<file path="src/rtl/tmds_pkg.sv">
// Shared TMDS definitions: symbol width, the four control tokens, and the
// receiver alignment state encoding.
package tmds_pkg;

  localparam int TMDS_SYM_W = 10;

  // Written symbol[9:0]; bit 0 is the first bit on the wire.
  localparam logic [TMDS_SYM_W-1:0] TOK_C00 = 10'b1101010100;
  localparam logic [TMDS_SYM_W-1:0] TOK_C01 = 10'b0010101011;
  localparam logic [TMDS_SYM_W-1:0] TOK_C10 = 10'b0101010100;
  localparam logic [TMDS_SYM_W-1:0] TOK_C11 = 10'b1010101011;

  typedef enum logic {
    ST_HUNT   = 1'b0,
    ST_LOCKED = 1'b1
  } tmds_state_e;

endpackage

</file>
<file path="src/rtl/tmds_token_match.sv">
// Combinational control-token detector; also used by the 10b->8b decoder.
module tmds_token_match
  import tmds_pkg::*;
(
  input  logic [TMDS_SYM_W-1:0] i_word,
  output logic                  o_is_ctrl,
  output logic [1:0]            o_ctrl
);

  always_comb begin
    o_is_ctrl = 1'b1;
    o_ctrl    = 2'b00;
    case (i_word)
      TOK_C00: o_ctrl = 2'b00;
      TOK_C01: o_ctrl = 2'b01;
      TOK_C10: o_ctrl = 2'b10;
      TOK_C11: o_ctrl = 2'b11;
      default: o_is_ctrl = 1'b0;
    endcase
  end

endmodule

</file>
<file path="src/rtl/tmds_deserializer.sv">
// One-channel TMDS deserializer: LSB-first serial in, 10-bit symbols out,
// with bit-slip symbol alignment driven by repeated control tokens.
module tmds_deserializer
  import tmds_pkg::*;
#(
  parameter int LOCK_COUNT = 8,
  parameter int HUNT_WORDS = 64,
  parameter int LOSS_WORDS = 4096
) (
  input  logic                  clk_TMDS,
  input  logic                  reset,
  input  logic                  TMDS_serial,
  output logic [TMDS_SYM_W-1:0] TMDS_word,
  output logic                  word_valid,
  output logic                  is_ctrl,
  output logic [1:0]            ctrl,
  output logic                  locked,
  output logic [3:0]            slip_count
);

  localparam int MW = $clog2(LOCK_COUNT + 1);
  localparam int HW = $clog2(HUNT_WORDS + 1);
  localparam int LW = $clog2(LOSS_WORDS + 1);
  localparam logic [MW-1:0] MATCH_LAST = MW'(LOCK_COUNT - 1);
  localparam logic [HW-1:0] MISS_LAST  = HW'(HUNT_WORDS - 1);
  localparam logic [LW-1:0] LOSS_LAST  = LW'(LOSS_WORDS - 1);

  // Only the 9 most recent bits are kept; the 10th is the live input.
  logic [TMDS_SYM_W-2:0] r_sr;
  logic [3:0]            r_bit_cnt;
  logic                  r_slip_pend;
  tmds_state_e           r_state;
  logic [MW-1:0]         r_match;
  logic [HW-1:0]         r_miss;
  logic [LW-1:0]         r_loss;

  logic [TMDS_SYM_W-1:0] w_word;
  logic                  w_cap;
  logic                  w_slip_now;
  logic                  w_is_ctrl;
  logic [1:0]            w_ctrl;

  assign w_word     = {TMDS_serial, r_sr};
  assign w_cap      = (r_bit_cnt == 4'd9);
  assign w_slip_now = (r_bit_cnt == 4'd0) && r_slip_pend;

  tmds_token_match u_match (
    .i_word    (w_word),
    .o_is_ctrl (w_is_ctrl),
    .o_ctrl    (w_ctrl)
  );

  always_ff @(posedge clk_TMDS or posedge reset) begin
    if (reset) begin
      r_sr        <= '0;
      r_bit_cnt   <= '0;
      r_slip_pend <= 1'b0;
      r_state     <= ST_HUNT;
      r_match     <= '0;
      r_miss      <= '0;
      r_loss      <= '0;
      TMDS_word   <= '0;
      word_valid  <= 1'b0;
      is_ctrl     <= 1'b0;
      ctrl        <= 2'b00;
      locked      <= 1'b0;
      slip_count  <= '0;
    end else begin
      word_valid <= 1'b0;
      r_sr       <= w_word[TMDS_SYM_W-1:1];

      // A slip holds bit_cnt at 0 one extra cycle, stretching the word to 11 bits.
      if (w_slip_now) begin
        r_slip_pend <= 1'b0;
        slip_count  <= (slip_count == 4'd9) ? 4'd0 : slip_count + 4'd1;
      end else if (w_cap) begin
        r_bit_cnt <= '0;
      end else begin
        r_bit_cnt <= r_bit_cnt + 4'd1;
      end

      if (w_cap) begin
        TMDS_word  <= w_word;
        word_valid <= 1'b1;
        is_ctrl    <= w_is_ctrl;
        ctrl       <= w_ctrl;
        case (r_state)
          ST_HUNT: begin
            if (w_is_ctrl) begin
              r_miss <= '0;
              if (r_match >= MATCH_LAST) begin
                r_state <= ST_LOCKED;
                locked  <= 1'b1;
                r_match <= '0;
                r_loss  <= '0;
              end else begin
                r_match <= r_match + 1'b1;
              end
            end else begin
              r_match <= '0;
              if (r_miss >= MISS_LAST) begin
                r_miss      <= '0;
                r_slip_pend <= 1'b1;
              end else begin
                r_miss <= r_miss + 1'b1;
              end
            end
          end
          ST_LOCKED: begin
            if (w_is_ctrl) begin
              r_loss <= '0;
            end else if (r_loss >= LOSS_LAST) begin
              r_state <= ST_HUNT;
              locked  <= 1'b0;
              r_match <= '0;
              r_miss  <= '0;
              r_loss  <= '0;
            end else begin
              r_loss <= r_loss + 1'b1;
            end
          end
          default: r_state <= ST_HUNT;
        endcase
      end
    end
  end

endmodule

</file>
<file path="config.mk">
export PLATFORM = sky130hd
export DESIGN_NAME = tmds_deserializer
export DESIGN_NICKNAME = d
export VERILOG_FILES = /design/src/rtl/tmds_pkg.sv /design/src/rtl/tmds_token_match.sv /design/src/rtl/tmds_deserializer.sv
export SDC_FILE = /design/constraint.sdc
export NUM_CORES = 1
export LEC_CHECK = 0
export ABC_AREA = 0
export CORE_ASPECT_RATIO = 1.2
export CORE_MARGIN = 2
export CORE_UTILIZATION = 55
export CTS_CLUSTER_SIZE = 16
export DETAILED_ROUTE_END_ITERATION = 12
export GPL_ROUTABILITY_DRIVEN = 0
export PLACE_DENSITY_LB_ADDON = 0.2
export SLEW_MARGIN = 10
export SYNTH_ARGS = -nofsm -noshare
export SYNTH_HDL_FRONTEND = slang
export SYNTH_SLANG_ARGS = --single-unit
export TNS_END_PERCENT = 5
</file>
<file path="constraint.sdc">
create_clock -name clk_TMDS -period 4.45 [get_ports clk_TMDS]
set_clock_uncertainty 0.15 [all_clocks]
set_input_delay 1.335 -clock clk_TMDS [delete_from_list [all_inputs] [get_ports clk_TMDS]]
set_output_delay 1.335 -clock clk_TMDS [all_outputs]
set_load 0.05 [all_outputs]
</file>
==> run summary <==
Core Area: 4660 um2
Crit path time final: 3.05 ns
CTS max path bufs: 2
Max-cap violations: 0
Share of layout cells above drive strength 1: 11.6%
Max incr delay on CP: 0.82 ns
Syn nets: 268
DR iter-0 viols: 154
Crit path kind: reg -> out
# Post-CTS Setup Buffers: 0
Final instance area: 3120 um2
Delay-heaviest family, CP: buffers and inverters
Worst setup path start: slip_count[1]
Final Hold Viols: 0
Worst-Skew Late Latency: 0.33 ns
H-tree Lvls: 3
Remaining antenna violation count after routing: 0
Critical Path Slowest Stage Cell: clkdlybuf4s50_1
Max Fclk: 328 MHz
Die W: 67.8 um
TritonCTS clock tree: yes
Placed cell area: 2930 um2
Hold path start: r_sr[4]
VDD IR max: 218 uV
Die height: 80.6 um
Synth-to-layout area growth: 16.1%
IO Pins: 22
# hold bufs at CTS: 0
CP arrival: 1.57 ns
Maximum number of pins on one net before global-route repair: 39
Drt pass-1 iters: 4
# rows: 27
Seq/Total Area, Yosys: 54.0%
Worst endpoint required time: 2.96 ns
Post-synth EDFFs: 0
CTS sink cnt: 58
DRC: 0
Number of global-route vias before repair: 1919
Total die area: 5460 um2
Reg clk slew, reported paths: 0.07 ns
Post-DP HPWL: 3290 um
Initial core utilization: 57.6%
Port Buf Inserts: 21
P per Cell Area: 334 nW/um2
Filler cells: 379
GRT Overall Usage: 20.7%
First-pass GRT wire length: 8530 um
Hold Path Class: reg -> reg
Actual slew at the worst max-slew pin: 1.08 ns
Lkg Pwr: 1.45 nW
Outcome: finished, final reports clean
Crit end category: output pin
Ys Warns: 0
Worst path buffer plus inverter count: 1
Max FO, Critical Path: 6
Synth Cell Area: 2690 um2
Critical path, cell by cell: clkdlybuf4s50_1
N_diodes: 0
Crit start category: flip-flop
Post-synthesis register bit count: 58
Mapped Cells: 262
Fin crit share: 68.6%
RSZ-0062 raised after global routing: false
Routed WL per cell: 14.2 um
DR vias: 2039
Final slew viol count: 0
Setup-failing EPs final: 0
Fin nets: 293
Post-DR vias/cell: 5.83
GRT overflow: 0
Ys async rst share: 100%
Root buffer cell: clkbuf_8
Total Wirelength: 4970 um
Fin Setup TNS: 0 ns
Design Power: 1.04 mW
RR Startpoint: r_loss[0]
Cts bufs inserted: 9
Post-synth top flop: dfrtp_1
Initial antenna violation count: 0
Slew margin rel.: 27.2%
PostCTS Resize Cnt: 0
Mean post-synth cell area: 10.3 um2
Netlist cell types: 52
==> synth_stat cells, types with 2 or more instances <==
cell type	n	area, um2
nor4_1	10	62.6
dfrtp_1	58	1450
o211ai_1	2	15.0
or3_1	3	18.8
a21oi_1	10	50.1
nand2_1	47	176
a211o_1	7	61.3
nor3b_1	3	22.5
mux2_2	2	22.5
inv_1	9	33.8
clkbuf_1	4	15.0
nand3b_1	2	15.0
a22o_1	2	17.5
nor2_1	10	37.5
nor2b_1	5	31.3
o21ai_0	17	85.1
nor3_1	4	20.0
buf_2	3	15.0
and3_1	9	56.3
a21bo_2	2	20.0
xnor2_1	3	26.3
nand3_1	17	85.1
a21o_1	2	15.0
ha_1	3	37.5
==> sequential cells by signal, summed over array words and instances (netlist names) <==
register / cells
r_state: 1
r_sr: 9
ctrl: 2
r_bit_cnt: 4
r_match: 4
r_slip_pend: 1
r_loss: 13
is_ctrl: 1
locked: 1
TMDS_word: 10
slip_count: 4
word_valid: 1
r_miss: 7
==> per-stage QoR <==
step | setup WS (ns) | utilization, % | hold slack (ns) | std cells
floorplan | 1.54 | - | 0.228 | 262
global placement | 1.74 | 62.8 | 0.250 | 334
detailed placement | 1.74 | 62.8 | 0.261 | 334
CTS | 1.39 | 66.9 | 0.275 | 350
global route | 1.35 | 66.9 | 0.279 | 350
finish | 1.40 | 66.9 | 0.276 | 350
==> worst paths after layout <==
kind / slack (ns) / cells after the start / endpoint
worst min-delay path: 0.28 / 0 / r_sr[3]
worst min register to register: 0.28 / 0 / r_sr[3]
max in group asynchronous: 2.15 / 3 / r_loss[9]
worst max-delay path: 1.40 / 1 / slip_count[1]
worst max register to register: 1.92 / 6 / r_loss[8]
min in group asynchronous: 1.17 / 2 / slip_count[3]
==> report_power, final <==
group	switching, mW	total, mW	internal (mW)	leakage, nW
registers	0.00804	0.545	0.537	0.753
clock network	0.205	0.450	0.245	0.0944
logic	0.0324	0.0474	0.0150	0.605
==> final cells by class <==
class / count / area, um2 / area share (%)
inverters: 10 / 37.5 / 1.20
flip-flops and latches: 58 / 1450 / 46.5
clock buffers: 12 / 165 / 5.29
multi-input cells: 185 / 1140 / 36.6
well taps: 58 / 72.6 / 2.33
clock inverters: 4 / 25.0 / 0.802
repair buffers: 23 / 225 / 7.22
==> cell families (layout without fill, tap and decap cells) <==
family                     after synthesis  after routing  synth area share (%)
and+or+nand+nor                        121            121                  24.5
DFF                                     58             58                  54.0
AOI/OAI and AO/OA                       55             55                  14.4
buffers and inverters                   19             49                  3.45
adders and majority gates                3              3                  1.40
xor gates and xnor gates                 3              3                 0.978
muxes                                    3              3                  1.21
==> layer usage <==
metal  up-vias  track usage, %  share of wire [%]
met5         -               0                  0
met4         0            7.40                1.1
li1        994               -                  -
met3         6            6.16                4.3
met2        39            32.0                 48
met1      1000            27.7                 47
==> placed cells by master, fill, tap and decap left out, drive strengths merged, types with 7 or more instances in the layout <==
| cell type | netlist | routed |
|---|---|---|
| inv | 9 | 9 |
| a21oi | 10 | 10 |
| clkdlybuf4s50 | 0 | 21 |
| o21ai | 18 | 18 |
| and3 | 10 | 10 |
| nand2 | 47 | 47 |
| nand3 | 17 | 17 |
| nor4 | 10 | 10 |
| clkbuf | 5 | 12 |
| dfrtp | 58 | 58 |
| a211o | 7 | 7 |
| nor2 | 10 | 10 |
Note: power is estimated with default switching activity, not from simulation.
